### src/rtl/tdc_pkg.sv
`default_nettype none
// ============================================================================
// Module   : tdc_pkg
// Brief    : Shared widths, helpers and record type for the TDC stamp engine.
// Revision : 1.0
// ============================================================================
package tdc_pkg;

   // Record fields are sized for the largest supported configuration; the
   // engine zero-extends into them and slices back out on the output side.
   localparam int TDC_MAX_CH_W     = 8;
   localparam int TDC_MAX_COARSE_W = 32;
   localparam int TDC_MAX_FINE_W   = 11;

   function automatic int tdc_fine_w(input int num_taps);
      return $clog2(num_taps + 1);
   endfunction

   function automatic int tdc_ch_w(input int num_ch);
      return (num_ch > 1) ? $clog2(num_ch) : 1;
   endfunction

   typedef struct packed {
      logic [TDC_MAX_CH_W-1:0]     channel;
      logic [TDC_MAX_COARSE_W-1:0] coarse;
      logic [TDC_MAX_FINE_W-1:0]   fine;
   } tdc_rec_t;

endpackage
`default_nettype wire

### src/rtl/tdc_therm2bin.sv
`default_nettype none
// ============================================================================
// Module   : tdc_therm2bin
// Brief    : Bubble-tolerant thermometer decode as a plain ones count.
// Revision : 1.0
// ============================================================================
module tdc_therm2bin
   import tdc_pkg::*;
#(
   parameter  int NUM_TAPS = 32,
   localparam int FINE_W   = tdc_fine_w(NUM_TAPS)
) (
   input  logic [NUM_TAPS-1:0] i_therm,
   output logic [FINE_W-1:0]   o_count
);

   always_comb begin
      o_count = '0;
      for (int i = 0; i < NUM_TAPS; i++) begin
         o_count = o_count + FINE_W'(i_therm[i]);
      end
   end

endmodule
`default_nettype wire

### src/rtl/tdc_stamp_engine.sv
`default_nettype none
// ============================================================================
// Module   : tdc_stamp_engine
// Brief    : Multi-channel TDC timestamper: edge detect, pending slots,
//            priority arbiter and show-ahead record FIFO.
// Revision : 1.0
// ============================================================================
module tdc_stamp_engine
   import tdc_pkg::*;
#(
   parameter  int NUM_TAPS   = 32,
   parameter  int NUM_CH     = 2,
   parameter  int COARSE_W   = 16,
   parameter  int FIFO_DEPTH = 8,
   localparam int FINE_W     = tdc_fine_w(NUM_TAPS),
   localparam int CH_W       = tdc_ch_w(NUM_CH),
   localparam int LVL_W      = $clog2(FIFO_DEPTH + 1)
) (
   input  logic                       clk,
   input  logic                       rst,
   input  logic                       en,
   input  logic [NUM_CH*NUM_TAPS-1:0] taps_in,
   output logic                       out_valid,
   input  logic                       out_ready,
   output logic [CH_W-1:0]            out_channel,
   output logic [COARSE_W-1:0]        out_coarse,
   output logic [FINE_W-1:0]          out_fine,
   output logic [NUM_CH-1:0]          dropped,
   output logic [LVL_W-1:0]           fifo_level
);

   localparam int AW = (FIFO_DEPTH > 1) ? $clog2(FIFO_DEPTH) : 1;

   logic [COARSE_W-1:0] r_coarse;
   logic [COARSE_W-1:0] r_s1_coarse;
   logic [NUM_TAPS-1:0] r_snap [NUM_CH];
   logic [NUM_TAPS-1:0] r_prev [NUM_CH];

   logic [NUM_CH-1:0]   r_pend_v;
   logic [COARSE_W-1:0] r_pend_coarse [NUM_CH];
   logic [FINE_W-1:0]   r_pend_fine   [NUM_CH];
   logic [NUM_CH-1:0]   r_dropped;

   tdc_rec_t            r_mem [FIFO_DEPTH];
   logic [AW-1:0]       r_wptr;
   logic [AW-1:0]       r_rptr;
   logic [LVL_W-1:0]    r_level;

   logic [FINE_W-1:0]   w_fine [NUM_CH];
   logic [NUM_CH-1:0]   w_event;
   logic [NUM_CH-1:0]   w_grant;
   logic                w_push;
   logic                w_pop;
   logic                w_can_push;
   tdc_rec_t            w_push_rec;
   tdc_rec_t            w_head;
   logic                w_unused;

   generate
      for (genvar c = 0; c < NUM_CH; c++) begin : g_ch
         tdc_therm2bin #(.NUM_TAPS(NUM_TAPS)) u_pop (
            .i_therm (r_snap[c]),
            .o_count (w_fine[c])
         );
         // Rising arrival only: the line must have been fully clear the cycle before.
         assign w_event[c] = en && (|r_snap[c]) && !(|r_prev[c]);
      end
   endgenerate

   assign w_pop      = out_valid && out_ready;
   assign w_can_push = (r_level != LVL_W'(FIFO_DEPTH)) || w_pop;

   always_comb begin
      w_grant    = '0;
      w_push     = 1'b0;
      w_push_rec = '0;
      for (int c = 0; c < NUM_CH; c++) begin
         if (r_pend_v[c] && !w_push && w_can_push) begin
            w_grant[c]        = 1'b1;
            w_push            = 1'b1;
            w_push_rec.channel = TDC_MAX_CH_W'(c);
            w_push_rec.coarse  = TDC_MAX_COARSE_W'(r_pend_coarse[c]);
            w_push_rec.fine    = TDC_MAX_FINE_W'(r_pend_fine[c]);
         end
      end
   end

   always_ff @(posedge clk) begin
      if (rst) begin
         r_coarse    <= '0;
         r_s1_coarse <= '0;
         r_pend_v    <= '0;
         r_dropped   <= '0;
         r_wptr      <= '0;
         r_rptr      <= '0;
         r_level     <= '0;
         for (int c = 0; c < NUM_CH; c++) begin
            r_snap[c]        <= '0;
            r_prev[c]        <= '0;
            r_pend_coarse[c] <= '0;
            r_pend_fine[c]   <= '0;
         end
      end else begin
         if (en) begin
            r_coarse <= r_coarse + COARSE_W'(1);
         end
         r_s1_coarse <= r_coarse;
         for (int c = 0; c < NUM_CH; c++) begin
            r_snap[c] <= taps_in[c*NUM_TAPS +: NUM_TAPS];
            r_prev[c] <= r_snap[c];
            // A slot drained this cycle can take the new event immediately.
            if (w_event[c]) begin
               if (r_pend_v[c] && !w_grant[c]) begin
                  r_dropped[c] <= 1'b1;
               end else begin
                  r_pend_v[c]      <= 1'b1;
                  r_pend_coarse[c] <= r_s1_coarse;
                  r_pend_fine[c]   <= w_fine[c];
               end
            end else if (w_grant[c]) begin
               r_pend_v[c] <= 1'b0;
            end
         end
         if (w_push) begin
            r_wptr <= r_wptr + AW'(1);
         end
         if (w_pop) begin
            r_rptr <= r_rptr + AW'(1);
         end
         if (w_push && !w_pop) begin
            r_level <= r_level + LVL_W'(1);
         end else if (!w_push && w_pop) begin
            r_level <= r_level - LVL_W'(1);
         end
      end
   end

   always_ff @(posedge clk) begin
      if (w_push) begin
         r_mem[r_wptr] <= w_push_rec;
      end
   end

   assign w_head      = r_mem[r_rptr];
   assign w_unused    = ^w_head;
   assign out_valid   = (r_level != '0);
   assign out_channel = w_head.channel[CH_W-1:0];
   assign out_coarse  = w_head.coarse[COARSE_W-1:0];
   assign out_fine    = w_head.fine[FINE_W-1:0];
   assign dropped     = r_dropped;
   assign fifo_level  = r_level;

endmodule
`default_nettype wire

### config.mk
export PLATFORM = sky130hd
export DESIGN_NAME = tdc_stamp_engine
export DESIGN_NICKNAME = d
export VERILOG_FILES = /design/src/rtl/tdc_pkg.sv /design/src/rtl/tdc_therm2bin.sv /design/src/rtl/tdc_stamp_engine.sv
export SDC_FILE = /design/constraint.sdc
export NUM_CORES = 1
export LEC_CHECK = 0
export ABC_CLOCK_PERIOD_IN_PS = 14950
export CAP_MARGIN = 20
export CELL_PAD_IN_SITES_DETAIL_PLACEMENT = 0
export CELL_PAD_IN_SITES_GLOBAL_PLACEMENT = 1
export CORE_ASPECT_RATIO = 0.8
export CORE_UTILIZATION = 45
export CTS_CLUSTER_SIZE = 40
export DETAILED_ROUTE_END_ITERATION = 10
export GPL_TIMING_DRIVEN = 0
export PLACE_DENSITY_LB_ADDON = 0.1
export SLEW_MARGIN = 20
export SYNTH_ARGS = -nofsm -noshare
export SYNTH_HDL_FRONTEND = slang
export SYNTH_SLANG_ARGS = --single-unit
### constraint.sdc
create_clock -name clk -period 14.95 [get_ports clk]
set_clock_uncertainty 0.05 [all_clocks]
set_input_delay 2.99 -clock clk [delete_from_list [all_inputs] [get_ports clk]]
set_output_delay 2.99 -clock clk [all_outputs]
set_load 0.05 [all_outputs]
[Word-level counts from Yosys, hierarchy flattened]
Memories as Yosys holds them, arrays and structs flattened. A register that Yosys moved wholly into a read port is not among the register bits.
Index checks and enable logic that the tools add are counted.
Storage, ports and cells
  flip-flop bits (word level): 46
  bits in writable memories: 580
  bits of input ports: 68
  output and inout port bits: 30
  word-level logic and storage cells: 159
  memories: 5
Cells by class
  $add $sub $neg: 67
  equality and inequality tests: 3
  mux-type cells: 36
  bitwise gates (word level): 8
  reductions and logical operators: 31
Memories
  r_mem: depth 8, bits a word 51, read ports 1, clocked after Yosys merged registers in 1, wr ports 1, line tdc_stamp_engine.sv:44  | tdc_rec_t r_mem [FIFO_DEPTH];
  r_prev: depth 2, bits a word 32, read ports 2, clocked after Yosys merged registers in 0, wr ports 2, line tdc_stamp_engine.sv:37  | logic [NUM_TAPS-1:0] r_prev [NUM_CH];
  r_snap: depth 2, bits a word 32, read ports 2, clocked after Yosys merged registers in 0, wr ports 2, line tdc_stamp_engine.sv:36  | logic [NUM_TAPS-1:0] r_snap [NUM_CH];
  r_pend_coarse: depth 2, bits a word 16, read ports 2, clocked after Yosys merged registers in 0, wr ports 2, line tdc_stamp_engine.sv:40  | logic [COARSE_W-1:0] r_pend_coarse [NUM_CH];
  r_pend_fine: depth 2, bits a word 6, read ports 2, clocked after Yosys merged registers in 0, wr ports 2, line tdc_stamp_engine.sv:41  | logic [FINE_W-1:0] r_pend_fine [NUM_CH];
Operators by type and width (count)
  adder 6 x 1 -> 6 bit: 60
  two-way mux 32 bit: 4
  OR reduction 32 bit: 4
  two-way mux 51 bit: 1
  two-way mux 16 bit: 2
  two-way mux 27 bit: 1
  two-way mux 1 bit: 22
  adder 16 x 1 -> 16 bit (second input constant): 1
  logical AND 1 bit: 12
  two-way mux 6 bit: 2
  two-way mux 4 bit: 2
  OR 1 bit: 8
  AND reduction 2 bit: 4
  adder 3 x 1 -> 3 bit (second input constant): 2
  zero test 1 bit: 6
  two-way mux 3 bit: 2
  nonzero test 2 bit: 3
  adder 1 x 1 -> 2 bit: 2
  adder 4 x 1 -> 4 bit (second input constant): 1
  inequality test 2 bit (second input constant): 2
  inequality test 4 bit (second input constant): 1
  nonzero test 4 bit: 1
  subtractor 4 x 1 -> 4 bit (second input constant): 1
  logical OR 1 bit: 1

[Logic depth before layout (Yosys ltp)]
Gate-level depths: netlist of the first run.
An unclocked memory read counts as a cell.
  word-level depth: 33
  depth in mapped cells: 19
  mapped depth without buffers: 19

[Hierarchy]
Synthesis of the first run repeated with hierarchy kept, for this count alone.
Second synthesis, totals
  cell total of the unflattened synthesis: 1071
  area total of the unflattened synthesis: 16052.9 um^2
By module, submodules not included
  tdc_stamp_engine: times used 1, cells an instance 891, area an instance 14386.3 um^2, sequential area each 10390.0 um^2
  tdc_therm2bin: times used 2, cells an instance 90, area an instance 833.3 um^2, sequential area each 0.0 um^2

[Least setup slack after synthesis of the first run]
OpenSTA, ideal clock, no wires.
  kind: in2reg
  start: in out_ready
  end: mem r_mem[0][0] (netlist bit), enable pin
  setup time: 432 ps
  arrival time: 5186 ps
  required time: 14468 ps
  setup slack: 9282 ps
  cell stages on the path: 4
  buffers on the path: 0
  cells stage by stage: inv_1 > a31oi_1 > nand2b_1 > nor3_1
On the way
  cells in the longest elaborated chain, start to end: 10
Ends and longest elaborated chain
  start, declared: line tdc_stamp_engine.sv:24  | input logic out_ready,
  logical AND 1 bit (*): line tdc_stamp_engine.sv:70  | assign w_pop = out_valid && out_ready;
  logical OR 1 bit (*): line tdc_stamp_engine.sv:71  | assign w_can_push = (r_level != LVL_W'(FIFO_DEPTH)) || w_pop;
  logical AND 1 bit: line tdc_stamp_engine.sv:78  | if (r_pend_v[c] && !w_push && w_can_push) begin
  two-way mux 1 bit: line tdc_stamp_engine.sv:78
  zero test 1 bit: line tdc_stamp_engine.sv:78
  logical AND 1 bit (2 in series): line tdc_stamp_engine.sv:78
  two-way mux 1 bit (*): line tdc_stamp_engine.sv:78
  named net w_push: line tdc_stamp_engine.sv:52  | logic w_push;
  two-way mux 1 bit (*): line tdc_stamp_engine.sv:139  | if (w_push) begin
  two-way mux 1 bit (not written as such) (*): line tdc_stamp_engine.sv:140  | r_mem[r_wptr] <= w_push_rec;
  end, declared: line tdc_stamp_engine.sv:44
Mark *: on every way through the listed nets, which the timed path passes. The rest lies on a longest branch.

==> impl_metrics.csv, run 1 <==
group,metric,value,unit
placement,place_area,0.0176,mm2
synthesis,synth_seq_cells,405,
timing,hold_violations,0,
synthesis,synthAdderAreaFrac,0.0808,
synthesis,synth_top_area_cell,"edfxtp_1",
setup_path,end_kind,"output pin",
timing,setup_tns,0,ns
global_route,grt-ovfl-total,0,
synthesis,avgSynthCellArea,14.9,um2
setup_path,r2r.worst_path.cells,16,
synthesis,syn_inst,1064,
floorplanning,dieArea,0.0360,mm2
cts,clockBufferDepth,3,
timing,slew_violations,0,
timing,worst_pin_slew,0.990,ns
finish,nFillCells,2879,
synthesis,synth_ff_type,"edfxtp_1",
synthesis,synth_warnings,0,
setup_path,slowest_stage,"clkdlybuf4s50_1",
floorplanning,rows,61,
worst_hold_path,min_to,"r_prev[0][33]$_SDFF_PP0_",
synthesis,ys_types,43,
finish,insertedDiodeCount,0,
timing,setup_viol,0,
cts,worstSkewPairLatency,0.55,ns
placement,gp_congestion,0.780,
synthesis,post-synth-top-area-fraction,0.432,
cts,post_cts_buffers,0,
power_and_ir_drop,internal_power,2.10,mW
finish,final_util,0.547,
synthesis,synthSimpleGateAreaFrac,0.106,
finish,stdcell_count,1717,
cts,clock_sinks,405,
power_and_ir_drop,p_sw_frac,0.277,
finish,fin_area,0.0190,mm2
global_route,grt_usage,0.190,
floorplanning,io_pins,98,
route,antenna_left,0,
power_and_ir_drop,p_comb_frac,0.230,
synthesis,synth-seq-area-share,0.655,
placement,io_buffers,95,
global_route,antenna_found_initial,0,
cts,post_cts_resize_count,0,
power_and_ir_drop,total_power,2.91,mW
timing,max-slew-margin-rel,0.340,
setup_path,rr_endpoint,"r_pend_fine[0][4]$_SDFFCE_PP0P_",
power_and_ir_drop,p_seq_frac,0.417,
finish,area_growth,19.8,%
setup_path,path_class,"reg2out",
run_status,status,"complete, no violations",
worst_hold_path,holdPathStages,2,
placement,dp.cells,1643,
power_and_ir_drop,p_sw,806,uW
power_and_ir_drop,leakage,6.95,nW
setup_path,required,11.91,ns
route,viasPerCell,4.95,
floorplanning,fp.dieH,170,um
route,dr_total_vias,8494,
setup_path,crit_fanout,10,
timing,rsz0062_at_grt,"no",
setup_path,cp_data_arrival_time,3.46,ns
finish,drive_gt1_frac,0.133,
placement,place_ws,8.88,ns
cts,htreeDepth,2,
timing,timing.final.crit_share,0.435,
route,wl,32.7,mm
floorplanning,die_w,212,um
synthesis,synth_edf_count,228,
setup_path,crit_top_cell,"clkbuf_1",
synthesis,synth-xor-area-share,0.0138,
setup_path,cp_cell_sequence,"clkbuf_1 -> clkbuf_1 -> mux4_2 -> mux2_2 -> clkdlybuf4s50_1",
setup_path,slowest_delay,0.70,ns
synthesis,synthMuxAreaShare,0.0842,
global_route,grt_pass1_wl,51.1,mm
setup_path,r2r_start,"r_snap[0][0]$_SDFF_PP0_",
floorplanning,initial_core_util,0.456,
route,drcViolationCount,0,
cts,cts-hold-fix-buffers,0,
setup_path,reg2reg_slack,9.33,ns
route,drt_iter0_drc,561,
synthesis,synthTopCellsByArea,"edfxtp_1, dfxtp_1, mux4_2",
synthesis,synth_top_family_by_area,"simple AND/OR/NAND/NOR gates",
synthesis,synth_area,0.0159,mm2
finish,fin_nets,1355,
cts,clk_pin_slew_worst_paths,0.06,ns
timing,fmax,154,MHz
power_and_ir_drop,power_density,153,mW/mm2
synthesis,synth_nets,1205,
floorplanning,core_area,0.0347,mm2
global_route,grt_max_degree,23,
timing,setup_slack,8.45,ns
global_route,first_global_vias,8758,
synthesis,async_flop_share,0,
worst_hold_path,hold_path_class,"reg2reg",
timing,final.min_clock_period,6.50,ns
setup_path,start_kind,"flip-flop",
synthesis,synth_compound_area_frac,0.0256,
job,cap_violations,0,
power_and_ir_drop,peakVddDrop,0.0801,mV
power_and_ir_drop,pwr-share-clk,0.353,
route,first_pass_iters,4,
cts,numCtsBuffers,41,
timing,whs,0.418,ns
cts,cts-root-buf,"clkbuf_16",
cts,cts_tree,"done",
placement,dpl.hpwl,23.0,mm
route,wl_per_cell,19.0,um
worst_hold_path,hold_path.startpoint,"r_snap[0][33]$_SDFF_PP0_",
==> layout by cell type, fill, tap and decap left out, types with 13 or more instances in the layout <==
cell type        netlist  layout
edfxtp_1             228     228
dfxtp_1              177     177
nor2b_1              111     111
clkdlybuf4s50_1        0      95
inv_1                 93      93
nor2_1                75      69
fa_1                  49      49
mux4_2                46      46
clkbuf_16              0      43
clkbuf_1              30      40
nor4_1                26      26
ha_1                  24      24
mux2_2                23      23
a22o_1                22      22
nor3b_1               20      20
xor2_1                16      16
nor3_1                15      13
nand2_1               13      13
nand4_1               13      13
==> final cells by class <==
type	instances	area [um2]	area share
well taps	472	591	0.0311
multi-input cells	523	4980	0.262
clock inverters	16	179	0.00942
repair buffers	107	1130	0.0594
inverters	93	349	0.0184
flip-flops and latches	405	10400	0.547
clock buffers	58	1180	0.0623
plain buffers	43	189	0.00995
==> power groups by stage <==
stage / sequential [mW] / combinational [mW] / clock [mW]
global placement: 1.24 / 0.668 / 0
CTS: 1.21 / 0.678 / 1.05
finish: 1.21 / 0.669 / 1.03
global route: 1.22 / 0.755 / 1.09
detailed placement: 1.24 / 0.674 / 0
floorplan: 1.24 / 0.492 / 0
==> worst max path at each step <==
stage               from                        endpoint  depth (start not counted)
6_report       flip-flop                   out_coarse[6]                          5
2_1_floorplan  out_ready           r_mem[0][0]$_DFFE_PP_                          4
5_1_grt        flip-flop                  out_coarse[15]                          5
3_3_place_gp   out_ready           r_mem[1][5]$_DFFE_PP_                          5
4_1_cts        flip-flop                   out_coarse[6]                          5
3_5_place_dp         rst  r_pend_coarse[0][18]$_DFFE_PP_                          4
==> cell usage after synthesis (2+ instances only) <==
cell type  count
buf_2          7
edfxtp_1     228
nor2b_1      111
clkbuf_1      30
mux4_2        46
a21o_1         7
nor3_1        15
a22o_1        22
and4_1         2
mux2i_1        4
nand4_1       13
a21oi_1       11
buf_6          2
buf_1          3
xor2_1        16
nand2_1       13
o21ai_0        5
xnor2_1        9
nor4_1        26
mux2_2        23
inv_1         93
nor2_1        75
nand2b_1       5
or3_1          2
dfxtp_1      177
nor3b_1       20
nand3_1        8
nor4b_1        3
fa_1          49
ha_1          24
and3_1         3
==> layer usage <==
metal / wire length (um) / vias to the layer above / GRT usage
met4: 507 / 0 / 0.0476
met2: 13900 / 132 / 0.280
met3: 1120 / 40 / 0.0280
met1: 17200 / 4261 / 0.295
met5: 0 / - / 0
li1: - / 4061 / -
==> sequential cells by signal (all words and copies together) (netlist names), named ones only <==
register       cells
r_s1_coarse       16
r_coarse          16
r_pend_v           2
r_pend_fine       12
r_wptr             3
r_pend_coarse     32
r_prev            64
r_snap            64
r_rptr             3
r_mem            184
dropped            2
fifo_level         4
==> worst max-delay path, delay by kind of cell (launching register included) <==
kind / cells / cell delay (ns)
buffers and inverters: 3 / 1.93
multiplexers: 2 / 0.69
flip-flops: 1 / 0.30
==> cells by family (layout without fill, tap and decap cells) <==
logic type,Yosys count,in the layout
AND/OR/NAND/NOR,300,300
adder cells (fa/ha/maj),73,73
multiplexers,73,73
flip-flops,405,405
buffers and inverters,136,317
AO/OA/AOI/OAI,52,52
XOR/XNOR,25,25
No activity file was read; power rests on OpenSTA's default activity.
==> run 2, diff against run 1 <==
--- a/config.mk
+++ b/config.mk
@@ -5,7 +5,7 @@
 export SDC_FILE = /design/constraint.sdc
 export NUM_CORES = 1
 export LEC_CHECK = 0
-export ABC_CLOCK_PERIOD_IN_PS = 14950
+export ABC_CLOCK_PERIOD_IN_PS = 6600
 export CAP_MARGIN = 20
 export CELL_PAD_IN_SITES_DETAIL_PLACEMENT = 0
 export CELL_PAD_IN_SITES_GLOBAL_PLACEMENT = 1
==> constraint.sdc (replaced) <==
create_clock -name clk -period 6.6 [get_ports clk]
set_clock_uncertainty 0.05 [all_clocks]
set_input_delay 1.32 -clock clk [delete_from_list [all_inputs] [get_ports clk]]
set_output_delay 1.32 -clock clk [all_outputs]
set_load 0.05 [all_outputs]
==> results of run 2 <==
Same layout as run 1 (identical final DEF). Status: complete, no violations.
Among the figures that moved: setup slack after placement 8.88 ns -> 0.965 ns; setup slack after layout 8.45 ns -> 0.984 ns; end point of the critical path out_coarse[6] -> r_pend_fine[0][4]$_SDFFCE_PP0P_; register-to-register setup slack 9.33 ns -> 0.98 ns; total power 2.91 mW -> 6.59 mW; worst IR drop on VDD 0.0801 mV -> 0.182 mV
